### src/rtl/cam_pen_filter.sv
// cam_pen_filter: validates raw IR-camera blob positions, smooths them with a
// first-order IIR filter and scales 1024x768 camera space to 640x480 screen.
module cam_pen_filter #(
  parameter int FILT_LOG2  = 2,
  parameter int MISS_LIMIT = 3,
  parameter int MIRROR_X   = 0
) (
  input  logic        clk,
  input  logic        reset,
  input  logic [10:0] cam_x,
  input  logic [10:0] cam_y,
  input  logic        cam_strobe,
  output logic [9:0]  pen_x,
  output logic [9:0]  pen_y,
  output logic        pen_valid,
  output logic        pen_down,
  output logic        busy
);

  localparam int AW = 11 + FILT_LOG2;

  typedef enum logic [2:0] {
    S_IDLE,
    S_CHECK,
    S_FILTER,
    S_SCALE,
    S_OUT
  } state_t;

  state_t          state_q, state_d;
  logic [10:0]     samp_x_q, samp_x_d;
  logic [10:0]     samp_y_q, samp_y_d;
  logic            valid_q, valid_d;
  logic [AW-1:0]   acc_x_q, acc_x_d;
  logic [AW-1:0]   acc_y_q, acc_y_d;
  logic [3:0]      miss_q, miss_d;
  logic            pen_down_q, pen_down_d;
  logic [9:0]      pen_x_q, pen_x_d;
  logic [9:0]      pen_y_q, pen_y_d;
  logic            pen_valid_q, pen_valid_d;

  logic [10:0]     avg_x, avg_y;
  logic [10:0]     sx_raw, sy_raw;
  logic [9:0]      sx_clamp, sy_clamp, sx_final;

  // Average, scale by 5/8 (floor), clamp to screen, optional horizontal mirror.
  always_comb begin
    avg_x    = 11'(acc_x_q >> FILT_LOG2);
    avg_y    = 11'(acc_y_q >> FILT_LOG2);
    sx_raw   = 11'((14'(avg_x) * 14'd5) >> 3);
    sy_raw   = 11'((14'(avg_y) * 14'd5) >> 3);
    sx_clamp = (sx_raw > 11'd639) ? 10'd639 : sx_raw[9:0];
    sy_clamp = (sy_raw > 11'd479) ? 10'd479 : sy_raw[9:0];
    sx_final = (MIRROR_X != 0) ? (10'd639 - sx_clamp) : sx_clamp;
  end

  // Sequencing and datapath next-state logic.
  always_comb begin
    state_d     = state_q;
    samp_x_d    = samp_x_q;
    samp_y_d    = samp_y_q;
    valid_d     = valid_q;
    acc_x_d     = acc_x_q;
    acc_y_d     = acc_y_q;
    miss_d      = miss_q;
    pen_down_d  = pen_down_q;
    pen_x_d     = pen_x_q;
    pen_y_d     = pen_y_q;
    pen_valid_d = 1'b0;
    unique case (state_q)
      S_IDLE: begin
        if (cam_strobe) begin
          samp_x_d = cam_x;
          samp_y_d = cam_y;
          state_d  = S_CHECK;
        end
      end
      S_CHECK: begin
        valid_d = (samp_x_q < 11'd1023) && (samp_y_q < 11'd1023);
        state_d = S_FILTER;
      end
      S_FILTER: begin
        if (valid_q) begin
          if (!pen_down_q) begin
            acc_x_d = AW'(samp_x_q) << FILT_LOG2;
            acc_y_d = AW'(samp_y_q) << FILT_LOG2;
          end else begin
            acc_x_d = acc_x_q - (acc_x_q >> FILT_LOG2) + AW'(samp_x_q);
            acc_y_d = acc_y_q - (acc_y_q >> FILT_LOG2) + AW'(samp_y_q);
          end
          miss_d     = '0;
          pen_down_d = 1'b1;
        end else begin
          if (miss_q < 4'(MISS_LIMIT)) miss_d = miss_q + 4'd1;
          if (miss_d == 4'(MISS_LIMIT)) pen_down_d = 1'b0;
        end
        state_d = S_SCALE;
      end
      S_SCALE: begin
        // Outputs are registered here so they are visible throughout S_OUT,
        // together with the pen_valid pulse.
        if (valid_q) begin
          pen_x_d     = sx_final;
          pen_y_d     = sy_clamp;
          pen_valid_d = 1'b1;
        end
        state_d = S_OUT;
      end
      S_OUT: begin
        state_d = S_IDLE;
      end
      default: state_d = S_IDLE;
    endcase
  end

  // State registers with synchronous active-high reset.
  always_ff @(posedge clk) begin
    if (reset) begin
      state_q     <= S_IDLE;
      samp_x_q    <= '0;
      samp_y_q    <= '0;
      valid_q     <= 1'b0;
      acc_x_q     <= '0;
      acc_y_q     <= '0;
      miss_q      <= '0;
      pen_down_q  <= 1'b0;
      pen_x_q     <= '0;
      pen_y_q     <= '0;
      pen_valid_q <= 1'b0;
    end else begin
      state_q     <= state_d;
      samp_x_q    <= samp_x_d;
      samp_y_q    <= samp_y_d;
      valid_q     <= valid_d;
      acc_x_q     <= acc_x_d;
      acc_y_q     <= acc_y_d;
      miss_q      <= miss_d;
      pen_down_q  <= pen_down_d;
      pen_x_q     <= pen_x_d;
      pen_y_q     <= pen_y_d;
      pen_valid_q <= pen_valid_d;
    end
  end

  assign pen_x     = pen_x_q;
  assign pen_y     = pen_y_q;
  assign pen_valid = pen_valid_q;
  assign pen_down  = pen_down_q;
  assign busy      = (state_q != S_IDLE);

endmodule

### config.mk
export PLATFORM = sky130hd
export DESIGN_NAME = cam_pen_filter
export DESIGN_NICKNAME = d
export VERILOG_FILES = /design/src/rtl/cam_pen_filter.sv
export SDC_FILE = /design/constraint.sdc
export NUM_CORES = 1
export LEC_CHECK = 0
export ABC_AREA = 0
export CAP_MARGIN = 40
export CORE_MARGIN = 2
export CORE_UTILIZATION = 45
export CTS_CLUSTER_DIAMETER = 80
export DETAILED_ROUTE_END_ITERATION = 12
export HOLD_SLACK_MARGIN = 0.05
export PLACE_DENSITY_LB_ADDON = 0.2
export RECOVER_POWER = 100
export SETUP_SLACK_MARGIN = 0.2
export SLEW_MARGIN = 20
export SYNTH_ARGS = -nofsm -noshare
export SYNTH_HDL_FRONTEND = slang
export SYNTH_SLANG_ARGS = --single-unit
### constraint.sdc
create_clock -name clk -period 2.8 [get_ports clk]
set_input_delay 0.7 -clock clk [delete_from_list [all_inputs] [get_ports clk]]
set_output_delay 0.7 -clock clk [all_outputs]
set_load 0.02 [all_outputs]
After elaboration in Yosys (flattened, before gate mapping):

Index checks and enable logic that the tools add are counted.

* add/subtract/negate cells: 5
* $mul: 2
* $lt $le $gt $ge: 5
* equality and inequality tests: 5
* mux-type cells: 13
* bitwise operators: 1
* reductions and logical operators: 9

Operator list (count)
* 11-bit by 3-bit multiplier with 14-bit output, second input constant: 2
* 13-bit by 11-bit adder with 13-bit output: 2
* 13-bit two-way mux: 2
* 13-bit by 11-bit subtractor with 13-bit output: 2
* 11-bit by 10-bit less-than comparator with 1-bit output, second input constant: 2
* 10-bit two-way mux: 2
* 4-bit two-way mux: 4
* 3-bit case mux with 4 select lines: 1
* 11-bit by 10-bit greater-than comparator with 1-bit output, second input constant: 1
* 11-bit by 9-bit greater-than comparator with 1-bit output, second input constant: 1
* 2-bit AND reduction: 4
* 3-bit by 2-bit equality test with 1-bit output, second input constant: 2
* 4-bit by 1-bit adder with 4-bit output, second input constant: 1
* 4-bit by 2-bit equality test with 1-bit output, second input constant: 1
* 4-bit by 2-bit less-than comparator with 1-bit output, second input constant: 1
* 3-bit by 1-bit equality test with 1-bit output, second input constant: 1
* 3-bit zero test: 1
* 1-bit two-way mux: 3
* 3-bit two-way mux: 1
* 3-bit nonzero test: 1
* 2-bit != test, second input constant: 1
* 2-bit nonzero test: 1
* 2-bit OR reduction: 1
* 1-bit logical AND: 1
* 1-bit NOT: 1

* register bits: 78
* input port bits: 25
* output and inout port bits: 23
* logic and storage cells: 51

Logic depth before layout (Yosys ltp):

Gate-level depths: netlist of run 1.

* depth in word-level cells: 7
* gate-level depth with buffers: 11
* mapped depth without buffers: 11

Worst setup path after synthesis of run 1:

No wires, ideal clock.

* path kind: reg2reg
* start: register samp_x_q[1]
* end: register acc_x_q[11]
* setup time: 0.087 ns
* arrival time: 2.535 ns
* data required time: 2.713 ns
* path slack: 0.177 ns
* cell stages (with the launch flop): 11
* path buffers: 0
* period minus slack after synthesis: 2.623 ns
* cell sequence: dfxtp_1 inv_1 fa_1 inv_1 ha_1 a21oi_1 o21ai_0 o41ai_1 a2111oi_0 o21a_1 o31ai_1

* cells in the longest elaborated chain, start to end: 2

Ends and longest elaborated chain
* start, declared: RTL line 31 `logic [10:0] samp_x_q, samp_x_d;`
* start signal, assigned: RTL line 132 `samp_x_q <= samp_x_d;`
* 13-bit by 11-bit adder with 13-bit output: RTL line 88 `acc_x_d = acc_x_q - (acc_x_q >> FILT_LOG2) + AW'(samp_x_q);`
* 13-bit two-way mux: RTL line 84 `if (!pen_down_q) begin`
* end signal, assigned: RTL line 123 `acc_x_q <= '0;`
* end signal, assigned: RTL line 135 `acc_x_q <= acc_x_d;`
* end, declared: RTL line 34 `logic [AW-1:0] acc_x_q, acc_x_d;`

Every way passes these cells.
A chain may end at the register's enable or synchronous reset.

Worst setup path in the final report of run 1:

* start: register acc_x_q[3]
* end: register acc_x_q[11]

* cells in the longest elaborated chain, start to end: 3

Ends and longest elaborated chain (RTL line)
* 13-bit by 11-bit subtractor with 13-bit output: 88
* 13-bit by 11-bit adder with 13-bit output: 88
* 13-bit two-way mux: 84

Every way passes these cells.

==> results of run 1 <==
## cell families (layout without fill, tap and decap cells)
family | after synthesis | after routing | share of synthesized area [%]
AO/OA/AOI/OAI | 188 | 188 | 22.2
multiplexers | 5 | 5 | 0.913
buffers and inverters | 128 | 208 | 8.47
AND/OR/NAND/NOR | 189 | 189 | 15.0
XOR/XNOR | 31 | 31 | 4.72
flip-flops | 78 | 78 | 27.1
adder cells (fa/ha/maj) | 85 | 85 | 21.6
## how the worst min path moves through the flow
stage,startpoint,end,slack [ps],depth (start not counted)
CTS,acc_x_q[0],acc_x_q[0],480,1
detailed placement,acc_x_q[0],acc_x_q[0],460,1
floorplan,acc_x_q[0],acc_x_q[0],440,1
finish,acc_x_q[2],acc_x_q[2],480,2
global placement,acc_y_q[0],acc_y_q[0],460,1
global route,miss_q[2],miss_q[2],500,1
## worst max-delay path: stages (launching register included)
cell       delay (ps)
dfxtp_1           410
inv_1              90
fa_1              510
inv_1              60
ha_4              250
nand2_1           100
o21ai_4            80
o41ai_4           500
a2111oi_4         150
o21a_1            210
o31ai_1           210
## layout by cell type, fill, tap and decap left out, types with 5 or more instances in the layout
master           count
inv_1              100
nand2_1             71
dfxtp_1             56
a21oi_1             52
ha_1                50
nor2_1              45
buf_4               35
o21ai_0             31
xnor2_1             23
clkdlybuf4s50_1     23
dlygate4sd3_1       23
fa_1                21
dfxtp_2             19
a22oi_1             16
nor3_1              14
o21a_1              10
ha_4                10
a311oi_1             9
clkbuf_16            9
xor2_1               8
nand3_1              8
nand4_1              8
inv_2                7
nor4_1               6
or3_1                6
a22o_1               6
a21o_1               5
a21oi_2              5
o21bai_1             5
nand2b_1             5
## timing repair
action                     CTS  global route
setup endpoints to repair   29            33
gates resized for setup     26            66
pin swaps                    6            27
hold buffers                 0             0
buffers inserted             4             7
## cells in the mapped netlist (3+ instances only)
cell type / count
o21a_1: 10
a32oi_1: 3
nor3_1: 16
nand4_1: 8
a21o_1: 5
buf_2: 3
o41ai_1: 3
o21bai_1: 5
xnor2_1: 23
nor2_1: 47
dfxtp_1: 78
xor2_1: 8
nand2b_1: 5
a22o_1: 6
nor3b_1: 3
a31oi_1: 3
o21ai_0: 33
o2111ai_1: 3
nand2_1: 71
nor4_1: 6
and3_1: 4
a21oi_1: 58
a211oi_1: 5
nand3_1: 8
mux2i_1: 3
a311oi_1: 10
ha_1: 61
o31ai_1: 5
fa_1: 24
nor2b_1: 5
inv_1: 107
or3_1: 6
a22oi_1: 16
clkbuf_1: 16
## sequential cells by signal, summed over array words and instances (netlist names)
name / flops
valid_q: 1
acc_x_q: 13
state_q: 3
pen_y: 10
pen_down: 1
pen_x: 10
samp_x_q: 11
samp_y_q: 11
pen_valid: 1
miss_q: 4
acc_y_q: 13
## stage by stage
step	area, um^2	hold slack, ps	utilization (%)	TNS (ps)	setup slack, ps
2_1_floorplan	5770	442	-	0	213
3_3_place_gp	6570	461	52.3	0	63.5
3_5_place_dp	6570	463	52.3	-0.278	-0.278
4_1_cts	7060	481	56.2	0	124
5_1_grt	7350	502	58.5	0	44.6
6_report	7350	480	58.5	0	135
## power groups by stage
| stage | sequential (mW) | clock [mW] | combinational (mW) |
|---|---|---|---|
| 2_1_floorplan | 1.20 | 0 | 0.578 |
| 6_report | 1.19 | 1.46 | 0.933 |
| 4_1_cts | 1.19 | 1.48 | 0.846 |
| 5_1_grt | 1.19 | 1.53 | 1.02 |
| 3_3_place_gp | 1.21 | 0 | 0.780 |
| 3_5_place_dp | 1.21 | 0 | 0.791 |
## final cells by class
| cell class | count | area (um^2) |
|---|---|---|
| timing repair buffer | 85 | 739 |
| fill | 1145 | 5220 |
| inverter | 107 | 402 |
| tap | 172 | 215 |
| clock buffer | 9 | 225 |
| multi-input combinational | 498 | 4030 |
| clock inverter | 7 | 146 |
| sequential | 78 | 1600 |
## layer usage
layer | vias to the layer above | wire (um) | GRT usage (%)
met5 | - | 0 | 0
met4 | 0 | 378 | 7.84
met3 | 35 | 770 | 3.55
met2 | 154 | 6870 | 35.5
met1 | 2496 | 7100 | 31.3
li1 | 2597 | - | -
==> impl_metrics.env, run 1 <==
export IMPL_vdd_drop_max_mv=0.303
export IMPL_synthFlopType="dfxtp_1"
export IMPL_async_reset_ff_share_pct=0
export IMPL_area_growth_pct=27.7
export IMPL_syn_area_um2=5760
export IMPL_synth_fp_nets=814
export IMPL_die_area_um2=13700
export IMPL_p_leak_nw=3.18
export IMPL_max_slew_margin_pct=33.3
export IMPL_clock_path_buffers=2
export IMPL_cts_tree="yes"
export IMPL_pwr_share_clk_pct=40.7
export IMPL_synth_cells=704
export IMPL_synth_avg_cell_area_um2=8.18
export IMPL_pwr_share_seq_pct=33.2
export IMPL_drt_pass1_iterations=5
export IMPL_routed_via_density=5.53
export IMPL_crit_path_start="acc_x_q[3]"
export IMPL_port_buffers=47
export IMPL_coreArea_um2=12600
export IMPL_grt_pass1_vias=5039
export IMPL_setup_viol=0
export IMPL_final_hold_violation_count=0
export IMPL_synth_area_leader_cell="dfxtp_1"
export IMPL_maxCapViolCount=0
export IMPL_cts_root_buffer="clkbuf_16"
export IMPL_grt_pass1_wl_mm=24.2
export IMPL_powerDensity_nw_per_um2=487
export IMPL_cts_sinks=78
export IMPL_post_route_period_util_pct=95.2
export IMPL_insertion_delay_ps=350
export IMPL_yosysSeqAreaShare_pct=27.1
export IMPL_max_freq_mhz=375
export IMPL_start_kind="flop"
export IMPL_ys_ff_latch=78
export IMPL_drt_total_wl_mm=15.1
export IMPL_grtUsageTotal_pct=22.4
export IMPL_gp_congestion=0.957
export IMPL_power_switching_mw=1.03
export IMPL_antenna_found_initial=0
export IMPL_critical_path_endpoint="acc_x_q[11]"
export IMPL_drive_above_1_share_pct=16.6
export IMPL_drt_iter0_drc=414
export IMPL_r2r_slack_ps=140
export IMPL_synth_area_leaders="dfxtp_1, ha_1, fa_1"
export IMPL_path_max_fanout=4
export IMPL_drc=0
export IMPL_drtAntennaViolNets=0
export IMPL_drv_slew=0
export IMPL_h_tree_depth=3
export IMPL_grt_max_degree=48
export IMPL_total_power_mw=3.58
export IMPL_crit_required_ps=3060
export IMPL_synth_edf_count=0
export IMPL_num_vias=5282
export IMPL_cts_buffers=9
export IMPL_worstRegToRegCells=10
export IMPL_num_antenna_cells=0
export IMPL_io_pins=48
export IMPL_end_kind="flop"
export IMPL_combPwrFrac_pct=26.0
export IMPL_layoutNonFillerInstCount=956
export IMPL_placed_cells=929
export IMPL_r2r_start="acc_x_q[3]"
export IMPL_min_period_ps=2660
export IMPL_yosysUniqueCellTypes=63
export IMPL_worst_slew_pin_transition_ps=1000
export IMPL_skew_ps=6.22
export IMPL_dp_hpwl_mm=11.4
export IMPL_p_sw_share_pct=28.9
export IMPL_r2r_end="acc_x_q[11]"
export IMPL_p_int_mw=2.55
export IMPL_overflow=0
export IMPL_status="finished, final reports clean"
export IMPL_die_y_um=117
export IMPL_final_nets=889
export IMPL_worstPathArrival_ps=2920
export IMPL_hold_class="reg -> reg"
export IMPL_initial_core_util_pct=45.8
export IMPL_clkTransAtPathRegs_ps=60
export IMPL_path_class="reg -> reg"
export IMPL_synth_top_area_share_pct=27.1
export IMPL_rows=41
export IMPL_wl_per_cell_um=15.8
export IMPL_die_w_um=117
export IMPL_ys_warn_count=0
export IMPL_grt_setup_unrepaired="yes"
Power figures use the tool's default switching activity.
==> inputs of run 2 (changes only) <==
--- a/config.mk
+++ b/config.mk
@@ -11,10 +11,12 @@
 export CORE_UTILIZATION = 45
 export CTS_CLUSTER_DIAMETER = 80
 export DETAILED_ROUTE_END_ITERATION = 12
+export GPL_TIMING_DRIVEN = 0
 export HOLD_SLACK_MARGIN = 0.05
 export PLACE_DENSITY_LB_ADDON = 0.2
 export RECOVER_POWER = 100
 export SETUP_SLACK_MARGIN = 0.2
+export SKIP_CTS_REPAIR_TIMING = 1
 export SLEW_MARGIN = 20
 export SYNTH_ARGS = -nofsm -noshare
 export SYNTH_HDL_FRONTEND = slang
==> run 2 against run 1 <==
Net effect:
- critical path depth down 6
- largest power group is now registers
- largest cell class unchanged
- flip-flop and latch count did not move
- via count decreased by 1.6%
- highest routed layer unchanged
- critical path type is now reg -> out
- hold slack lost 9.2 ps
==> impl_metrics.env, run 2 (synthesized netlist as in run 1, its figures left out) <==
export IMPL_start_kind="flop"
export IMPL_die_w_um=117
export IMPL_crit_buf_inv=3
export IMPL_die_area_um2=13700
export IMPL_path_cells="buf_4, nor3_1, inv_1, clkdlybuf4s50_1"
export IMPL_worstPathArrival_ps=1930
export IMPL_clock_path_buffers=2
export IMPL_antenna_found_initial=0
export IMPL_dp_slack_ps=-237
export IMPL_cts_sinks=78
export IMPL_layout_commonest_cell="inv_1"
export IMPL_status="finished, final reports clean"
export IMPL_crit_required_ps=2100
export IMPL_post_route_period_util_pct=94.0
export IMPL_dp_hpwl_mm=11.4
export IMPL_grtUsageTotal_pct=21.6
export IMPL_port_buffers=47
export IMPL_initial_core_util_pct=45.8
export IMPL_p_leak_nw=3.11
export IMPL_final_cell_mix="inv_1, nand2_1, a21oi_1"
export IMPL_wl_per_cell_um=15.8
export IMPL_critPathMaxStageDelay_ps=560
export IMPL_die_y_um=117
export IMPL_hold_class="reg -> reg"
export IMPL_num_vias=5200
export IMPL_final_nets=883
export IMPL_max_slew_margin_pct=57.6
export IMPL_drt_iter0_drc=340
export IMPL_grt_setup_unrepaired="yes"
export IMPL_layoutNonFillerInstCount=950
export IMPL_setup_slack_ps=167
export IMPL_overflow=0
export IMPL_rows=41
export IMPL_h_tree_depth=3
export IMPL_maxCapViolCount=0
export IMPL_placed_cells=925
export IMPL_routed_via_density=5.47
export IMPL_cp_top_family="buffers and inverters"
export IMPL_insertion_delay_ps=330
export IMPL_area_growth_pct=25.1
export IMPL_drv_slew=0
export IMPL_drt_total_wl_mm=15.0
export IMPL_grt_pass1_vias=4935
export IMPL_setup_viol=0
export IMPL_worst_slew_pin_transition_ps=632
export IMPL_total_power_mw=3.28
export IMPL_path_max_fanout=9
export IMPL_coreArea_um2=12600
export IMPL_powerDensity_nw_per_um2=455
export IMPL_skew_ps=7.03
export IMPL_cts_root_buffer="clkbuf_16"
export IMPL_multi_input_area_um2=4040
export IMPL_crit_path_top_delay_cell="clkdlybuf4s50_1"
export IMPL_drive_above_1_share_pct=15.3
export IMPL_placed_area_um2=6460
export IMPL_min_period_ps=2630
export IMPL_num_antenna_cells=0
export IMPL_io_pins=48
export IMPL_drtAntennaViolNets=0
export IMPL_drc=0
export IMPL_fin_area_um2=7210
export IMPL_max_freq_mhz=380
export IMPL_gp_congestion=0.933
export IMPL_clkTransAtPathRegs_ps=60
export IMPL_regArea_um2=1610
export IMPL_final_hold_violation_count=0
export IMPL_vdd_drop_max_mv=0.373
export IMPL_grt_max_degree=14
export IMPL_n_fill_cell=1152
export IMPL_r2r_slack_ps=170
export IMPL_cts_tree="yes"
export IMPL_cts_buffers=9
export IMPL_path_class="reg -> out"
export IMPL_reg_top3="acc_x_q x13, acc_y_q x13"
export IMPL_drt_pass1_iterations=4
export IMPL_end_kind="primary output"
export IMPL_grt_pass1_wl_mm=23.3
[run 2: changes by cell type in the layout (fill, tap and decap cells not counted), sizes merged]
cell / delta
clkinvlp: +2
clkdlybuf4s50: +1
clkbuf: +16
buf: -21
bufinv: -3
clkinv: -1
[run 2: layer usage]
| layer | vias up | track usage [%] | wire length, um |
|---|---|---|---|
| li1 | 2585 | - | - |
| met1 | 2468 | 28.9 | 7100 |
| met2 | 130 | 36.6 | 7110 |
| met3 | 17 | 3.91 | 607 |
| met4 | 0 | 5.10 | 216 |
| met5 | - | 0 | 0 |
[run 2: metrics by stage]
| stage | hold slack, ps | setup TNS (ps) | utilization (%) |
|---|---|---|---|
| after CTS | 479 | -637 | 53.8 |
| after global routing | 498 | 0 | 57.3 |
| after floorplan | 442 | 0 | - |
| final | 471 | 0 | 57.3 |
| after global placement | 458 | -2430 | 51.3 |
| after detailed placement | 460 | -1120 | 51.4 |
[run 2: layout make-up]
cell class                 count  area share [%]
timing repair buffer          58            7.59
multi-input combinational    498            56.1
tap                          172            2.99
inverter                     107            5.57
buffer                        21            1.27
clock buffer                  11            3.37
sequential                    78            22.3
clock inverter                 5           0.816
[run 2: final timing paths]
| kind | cells past startpoint | endpoint | startpoint |
|---|---|---|---|
| max reg2reg | 9 | acc_y_q[12] | acc_y_q[3] |
| min | 1 | acc_y_q[1] | acc_y_q[1] |
| max | 4 | busy | state_q[1] |
| min reg2reg | 1 | acc_y_q[1] | acc_y_q[1] |
[run 2: where the power goes]
| group | switching (mW) | internal (mW) |
|---|---|---|
| Sequential | 0.0463 | 1.15 |
| Combinational | 0.494 | 0.411 |
| Clock | 0.464 | 0.715 |
==> inputs of run 3 (changes only) <==
--- a/config.mk
+++ b/config.mk
@@ -8,7 +8,7 @@
 export ABC_AREA = 0
 export CAP_MARGIN = 40
 export CORE_MARGIN = 2
-export CORE_UTILIZATION = 45
+export CORE_UTILIZATION = 32
 export CTS_CLUSTER_DIAMETER = 80
 export DETAILED_ROUTE_END_ITERATION = 12
 export GPL_TIMING_DRIVEN = 0
==> run 3 against run 2 <==
Net effect:
- critical endpoint unchanged
- critical path type unchanged
- flip-flop and latch count unchanged
- die area increased by 39%
- via count decreased by 2.2%
==> impl_metrics.env, run 3 (synthesized netlist as in run 1, its figures left out) <==
export IMPL_status="finished, final reports clean"
export IMPL_powerDensity_nw_per_um2=467
export IMPL_cts_buffers=9
export IMPL_min_period_ps=2670
export IMPL_placed_cells=981
export IMPL_drt_pass1_iterations=4
export IMPL_cts_tree="yes"
export IMPL_setup_viol=0
export IMPL_fin_util_pct=40.8
export IMPL_drc=0
export IMPL_path_class="reg -> out"
export IMPL_die_w_um=138
export IMPL_cts_sinks=78
export IMPL_clkTransAtPathRegs_ps=60
export IMPL_post_route_period_util_pct=95.4
export IMPL_final_hold_violation_count=0
export IMPL_worstPathArrival_ps=1970
export IMPL_maxCapViolCount=0
export IMPL_start_kind="flop"
export IMPL_cts_root_buffer="clkbuf_16"
export IMPL_crit_required_ps=2100
export IMPL_end_kind="primary output"
export IMPL_drt_iter0_drc=225
export IMPL_reg_top3="acc_x_q x13, acc_y_q x13"
export IMPL_drive_above_1_share_pct=15.2
export IMPL_gp_congestion=0.831
export IMPL_layoutNonFillerInstCount=1006
export IMPL_vdd_drop_max_mv=0.342
export IMPL_drt_total_wl_mm=15.3
export IMPL_antenna_found_initial=0
export IMPL_initial_core_util_pct=32.4
export IMPL_holdCritStartpoint="samp_y_q[1]"
export IMPL_clock_path_buffers=2
export IMPL_dp_hpwl_mm=11.6
export IMPL_final_cell_mix="inv_1, nand2_1, ha_1"
export IMPL_num_antenna_cells=0
export IMPL_drtAntennaViolNets=0
export IMPL_max_freq_mhz=374
export IMPL_grt_setup_unrepaired="yes"
export IMPL_layout_commonest_cell="inv_1"
export IMPL_holdPathEnd="samp_y_q[1]"
export IMPL_routed_via_density=5.05
export IMPL_grt_pass1_vias=4782
export IMPL_coreArea_um2=17800
export IMPL_drv_slew=0
export IMPL_r2r_slack_ps=180
export IMPL_max_slew_margin_pct=49.1
export IMPL_min_path_cells=2
export IMPL_final_nets=882
export IMPL_die_y_um=138
export IMPL_grt_pass1_wl_mm=24.8
export IMPL_port_buffers=47
export IMPL_num_vias=5085
export IMPL_io_pins=48
export IMPL_insertion_delay_ps=350
export IMPL_worst_slew_pin_transition_ps=762
export IMPL_total_power_mw=3.39
export IMPL_r2r_end="pen_x[1]"
export IMPL_worstRegToRegCells=9
export IMPL_area_growth_pct=26.1
export IMPL_p_leak_nw=3.09
export IMPL_overflow=0
export IMPL_path_max_fanout=9
export IMPL_hold_class="reg -> reg"
export IMPL_grtUsageTotal_pct=16.0
export IMPL_wl_per_cell_um=15.2
export IMPL_h_tree_depth=3
export IMPL_grt_max_degree=13
export IMPL_r2r_start="acc_x_q[9]"
export IMPL_rows=49
export IMPL_skew_ps=12.0
export IMPL_die_area_um2=19100
## run 3: changes by cell type in the layout (fill, tap and decap cells not counted), sizes merged
| cell | delta |
|---|---|
| bufinv | +1 |
| buf | -2 |
| clkinvlp | -2 |
| clkinv | -1 |
| clkbuf | +3 |
## run 3: layout make-up
class	instances	area, um^2
multi-input combinational	498	3990
tap	229	287
clock inverter	3	65.1
sequential	78	1610
timing repair buffer	57	542
inverter	107	402
fill	1831	10500
clock buffer	13	270
buffer	21	91.3
## run 3: how the worst max path moves through the flow
stage                startpoint           to  slack, ps  cells after the start
finish               state_q[1]         busy        130                      4
global route         acc_x_q[9]     pen_x[8]         30                      9
CTS                  acc_x_q[3]  acc_x_q[11]       -210                     10
detailed placement   acc_x_q[3]  acc_x_q[11]       -180                     10
global placement          reset   acc_y_q[6]       -460                      5
floorplan           samp_x_q[1]  acc_x_q[11]        210                     10
## run 3: power by group
| part | internal [mW] | leakage [nW] | switching (mW) |
|---|---|---|---|
| logic | 0.391 | 2.28 | 0.469 |
| registers | 1.15 | 0.647 | 0.0436 |
| clock network | 0.854 | 0.166 | 0.486 |
## run 3: layer usage
metal | vias up | routed length (um) | GRT usage (%) | part of all wire, %
li1 | 2585 | - | - | -
met1 | 2400 | 7900 | 23.9 | 52
met2 | 79 | 6510 | 23.7 | 43
met3 | 21 | 560 | 2.42 | 3.7
met4 | 0 | 300 | 5.05 | 2.0
met5 | - | 0 | 0 | 0
## run 3: stage by stage
| step | setup WS [ps] | hold WS, ps | TNS (ps) | instance area [um^2] |
|---|---|---|---|---|
| 3_5_place_dp | -183 | 461 | -2340 | 6530 |
| 3_3_place_gp | -460 | 459 | -7530 | 6520 |
| 4_1_cts | -211 | 473 | -1270 | 6870 |
| 2_1_floorplan | 213 | 442 | 0 | 5770 |
| 5_1_grt | 32.9 | 493 | 0 | 7260 |
| 6_report | 128 | 471 | 0 | 7260 |
## run 3: worst max-delay path, cell delays in order (launching register included)
cell             delay (ps)
dfxtp_1                 300
buf_4                   160
nor3_1                  440
inv_1                   160
clkdlybuf4s50_1         570
==> RTL edit 1: new RTL, config.mk and constraints of run 2 <==
Change the parameter `FILT_LOG2` from 2 to 1.
--- a/src/rtl/cam_pen_filter.sv
+++ b/src/rtl/cam_pen_filter.sv
@@ -3,3 +3,3 @@
 module cam_pen_filter #(
-  parameter int FILT_LOG2  = 2,
+  parameter int FILT_LOG2  = 1,
   parameter int MISS_LIMIT = 3,
Check against the original RTL: not equivalent (a bounded check fails within 10 cycles, from zero or initial values and one cycle with reset high).
==> RTL edit 1 against run 2 <==
The run now ends with negative setup slack left; hold slack got worse by 14 ps; design area increased by 3.1%; final cell count decreased by 0.42%; synthesized area decreased by 2.4%; clock skew decreased by 1.2 ps; sequential cell count decreased by 2; synthesized cell count decreased by 1.7%; first-iteration DRC count decreased by 19%; fmax decreased by 6.3%; non-clock buffer count increased by 15; wire length decreased by 3.0%; worst setup slack got worse by 180 ps; power increased by 7.2%.
==> RTL edit 1: results (changes against run 2) <==
* Status: finished with violations (was finished clean)
* Failing checks: negative setup slack
* Crit-path max FO at 5 (was 9)
* CP max stage delay at 490 ps (was 560 ps)
* Post-synth top cells: 105 x inv_1, 76 x dfxtp_1, 73 x nand2_1 (was 107 x inv_1, 78 x dfxtp_1, 71 x nand2_1)
* Overall routing resource usage at 21.4% (was 21.6%)
* Post-Layout Cell Count at 946 (was 950)
* Routability cong. at 0.891 (was 0.933)
* Placed cell count at 907 (was 925)
* Post-synthesis sequential area ratio at 27.1% (about the same)
* Hold_sp: acc_y_q[0]$_SDFFE_PP0P_ (was acc_y_q[1]$_SDFFE_PP0P_)
* Flop pwr share at 33.2% (was 36.4%)
* Metal-1 WL at 6570 um (was 7100 um)
* Int Power at 2380 uW (was 2270 uW)
* Worst EP arrival at 3060 ps (was 1930 ps)
* Largest delay share family, worst path: compound AO/OA/AOI/OAI gates (was buffers and inverters)
* WL per Instance at 15.4 um (was 15.8 um)
* Worst setup margin at -9.15 ps (was 167 ps)
* Clock share of power at 32.6% (was 36.0%)
* Leakage at 0.00304 uW (was 0.00311 uW)
* WL met3 at 640 um (was 607 um)
* Crit-path slowest cell: o41a_1 (was clkdlybuf4s50_1)
* Worst R2R End: pen_y[1]$_SDFFE_PP0P_ (was acc_y_q[12]$_SDFFE_PP0P_)
* Vias at 5154 (was 5200)
* Synth area leaders: dfxtp_1 27%, ha_1 13%, fa_1 8.6% (was dfxtp_1 27%, ha_1 13%, fa_1 8.3%)
* Top Registers: acc_x_q x12, acc_y_q x12 (was acc_x_q x13, acc_y_q x13)
* Worst VDD drop at 0.000364 V (was 0.000373 V)
* Setup WS pre-CTS at -162 ps (was -237 ps)
* Mapped Avg Cell Area at 8.12 um2 (was 8.18 um2)
* Ys flop type: dfxtp_1 (unchanged)
* CP Class: flop to flop (was flop to output port)
* Met1 usage at 28.5% (was 28.9%)
* Drt first pass iters at 5 (was 4)
* DR WL met2 at 7090 um (was 7110 um)
* Hold Crit Depth at 2 (was 1)
* Final HPWL DP at 10700 um (was 11400 um)
* Met2 usage at 35.1% (was 36.6%)
* Reg2reg start: acc_y_q[2]$_SDFFE_PP0P_ (was acc_y_q[3]$_SDFFE_PP0P_)
* Nets@finish at 881 (was 883)
* P_comb at 1200 uW (was 905 uW)
* Vias in the first global route at 4818 (was 4935)
* Clock skew at 5.81 ps (was 7.03 ps)
* TNS Setup at -9.15 ps (was 0 ps)
* Netlist cell types at 62 (was 63)
* Syn Nets at 800 (was 814)
* # setup viols final at 1 (was 0)
* DR iter-0 viols at 276 (was 340)
* Min-Delay Endpoint: acc_y_q[0]$_SDFFE_PP0P_ (was acc_y_q[1]$_SDFFE_PP0P_)
* Share of cells above drive strength 1 at 21.7% (was 15.3%)
* First-pass GRT wire length at 22700 um (was 23300 um)
[RTL edit 1: tightest hold or removal path, cell delays in order (launching register included)]
cell and delay (ps):
dfxtp_1 310, nand2_1 50, a21oi_1 50
[RTL edit 1: cell type report]
type | count | area (um2)
Tap cell | 168 | 210
Clock buffer | 10 | 229
Multi-Input combinational cell | 486 | 4160
Timing Repair Buffer | 70 | 654
Sequential cell | 76 | 1610
Fill cell | 1108 | 4680
Clock inverter | 6 | 65.1
Buffer | 24 | 101
Inverter | 106 | 405
[RTL edit 1: kinds of logic (layout without fill, tap and decap cells)]
logic type / Yosys count / in the layout / share of synthesized area [%]
and+or+nand+nor: 191 / 191 / 15.5
AOI/OAI and AO/OA: 176 / 176 / 20.8
adders and majority gates: 83 / 83 / 21.7
xor gates and xnor gates: 29 / 29 / 4.52
DFF: 76 / 76 / 27.1
muxes: 7 / 7 / 1.31
buffers and inverters: 130 / 216 / 9.06
==> RTL edit 2: new RTL, config.mk and constraints of run 2 <==
Without the edit above. Remove the register `pen_valid_q`: a continuous assignment takes its place, so the output `pen_valid` follows one clock earlier.
--- a/src/rtl/cam_pen_filter.sv
+++ b/src/rtl/cam_pen_filter.sv
@@ -128,3 +128,2 @@
       pen_y_q     <= '0;
-      pen_valid_q <= 1'b0;
     end else begin
@@ -140,5 +139,6 @@
       pen_y_q     <= pen_y_d;
-      pen_valid_q <= pen_valid_d;
     end
   end
+
+  assign pen_valid_q = pen_valid_d;
 
Check against the original RTL: not equivalent (a bounded check fails within 4 cycles, from zero or initial values and one cycle with reset high).
==> RTL edit 2 against run 2 <==
The run now ends with negative setup slack left; sequential cell count down 1; wire length up 2.0%; final cell count up 0.74%; largest power group is now clock; worst setup slack worse by 290 ps; power up 7.4%; design area up 3.9%; core utilization up 2.0 points; synthesized area up 0.74%; clock skew down 2.9 ps; critical endpoint is now acc_y_q[12]$_SDFFE_PP0P_; synthesized cell count up 0.14%; count of clock-buffer cells in the layout unchanged; sequential share of layout area down 1.1 points; non-clock buffer count up 6.
==> RTL edit 2: results (changes against run 2) <==
* Status: finished with violations (was finished clean)
* Failing checks: negative setup slack
* Slew @ Worst Pin at 818 ps (was 632 ps)
* Vias in the first global route at 5086 (was 4935)
* Port buffer count at 46 (was 47)
* DR iter-0 viols at 261 (was 340)
* Worst EP arrival at 3150 ps (was 1930 ps)
* Worst setup margin at -120 ps (was 167 ps)
* Post-synthesis sequential area ratio at 26.6% (was 27.1%)
* Nets@finish at 891 (was 883)
* Setup WS pre-CTS at -223 ps (was -237 ps)
* Vias at 5188 (was 5200)
* CP Class: flop to flop (was flop to output port)
* Overall routing resource usage at 21.3% (was 21.6%)
* Final HPWL DP at 11300 um (was 11400 um)
* Largest net degree at the start of global routing at 13 (was 14)
* First-pass GRT wire length at 24000 um (was 23300 um)
* Clock skew at 4.14 ps (was 7.03 ps)
* Routed wire length at 15300 um (was 15000 um)
* Syn Nets at 815 (was 814)
* Leakage at 0.00314 uW (was 0.00311 uW)
* Fillers at 1138 (was 1152)
* # setup viols final at 1 (was 0)
* R2R cell count at 11 (was 9)
* Drt first pass iters at 5 (was 4)
## RTL edit 2: cell types whose count changed in the layout (fill, tap and decap cells not counted), moves of 6 or more
| cell | delta |
|---|---|
| a211oi_2 | +13 |
| nand2_1 | +6 |
| mux2i_1 | +6 |
| a22oi_1 | -7 |
| a311oi_1 | -7 |
| xnor2_1 | -6 |
| buf_4 | +9 |
| ha_1 | -7 |
| xor2_1 | +8 |
| nor3_1 | -9 |
## RTL edit 2: area by class of cell
type                       count  share of cell area, %
multi-input combinational    499                   56.4
buffer                        20                   1.22
clock inverter                 4                   1.27
inverter                     109                   5.50
clock buffer                  11                   3.38
timing repair buffer          65                   8.09
tap                          172                   2.88
sequential                    77                   21.2
## RTL edit 2: critical path, cell delays in order, from the launching register on
cell,delay (ps)
dfxtp_2,350
inv_2,70
fa_1,530
inv_1,80
ha_4,260
a211o_1,360
a2111oi_4,370
o211ai_1,130
a21oi_1,180
xnor2_1,150
mux2i_1,90
a221o_1,250
## RTL edit 2: where the power goes
part / leakage (uW) / internal [uW] / switching (uW) / total (uW)
Sequential: 0.000638 / 1130 / 42.0 / 1170
Combinational: 0.00233 / 449 / 519 / 968
Clock: 0.000172 / 913 / 467 / 1380
## RTL edit 2: metrics by stage
stage / cells / instance area (um2) / hold slack [ps] / TNS, ps / utilization [%]
after global routing: 957 / 7480 / 488 / -600 / 59.3
after CTS: 939 / 6880 / 477 / -2220 / 54.5
after detailed placement: 924 / 6530 / 455 / -1490 / 51.8
after global placement: 923 / 6530 / 457 / -618 / 51.7
final: 957 / 7480 / 471 / -120 / 59.3
after floorplan: 705 / 5850 / 442 / -53.1 / -
## RTL edit 2: how the worst min path moves through the flow
stage | endpoint | slack (ps) | cells after the start
6_report | pen_y[9]$_SDFFE_PP0P_ | 470 | 1
5_1_grt | pen_y[9]$_SDFFE_PP0P_ | 490 | 1
4_1_cts | pen_y[9]$_SDFFE_PP0P_ | 480 | 1
3_5_place_dp | acc_x_q[0]$_SDFFE_PP0P_ | 460 | 1
3_3_place_gp | acc_y_q[0]$_SDFFE_PP0P_ | 460 | 1
2_1_floorplan | acc_x_q[0]$_SDFFE_PP0P_ | 440 | 1
## RTL edit 2: metal layers
metal  vias to the layer above  global-route usage (%)  wire, um
li1                       2570                       -         -
met1                      2483                    28.2      7180
met2                       115                    35.9      7350
met3                        20                    3.25       528
met4                         0                    6.85       278
met5                         -                       0         0
## RTL edit 2: cells by family (layout without fill, tap and decap cells)
kind of cell	count (synthesis)	after routing	synth area share, %
compound gates	194	194	22.6
fa+ha+maj	85	85	21.4
xor+xnor	34	34	5.13
simple gates	177	177	13.9
buf+inv	129	209	8.76
flops	77	77	26.6
mux	9	9	1.55
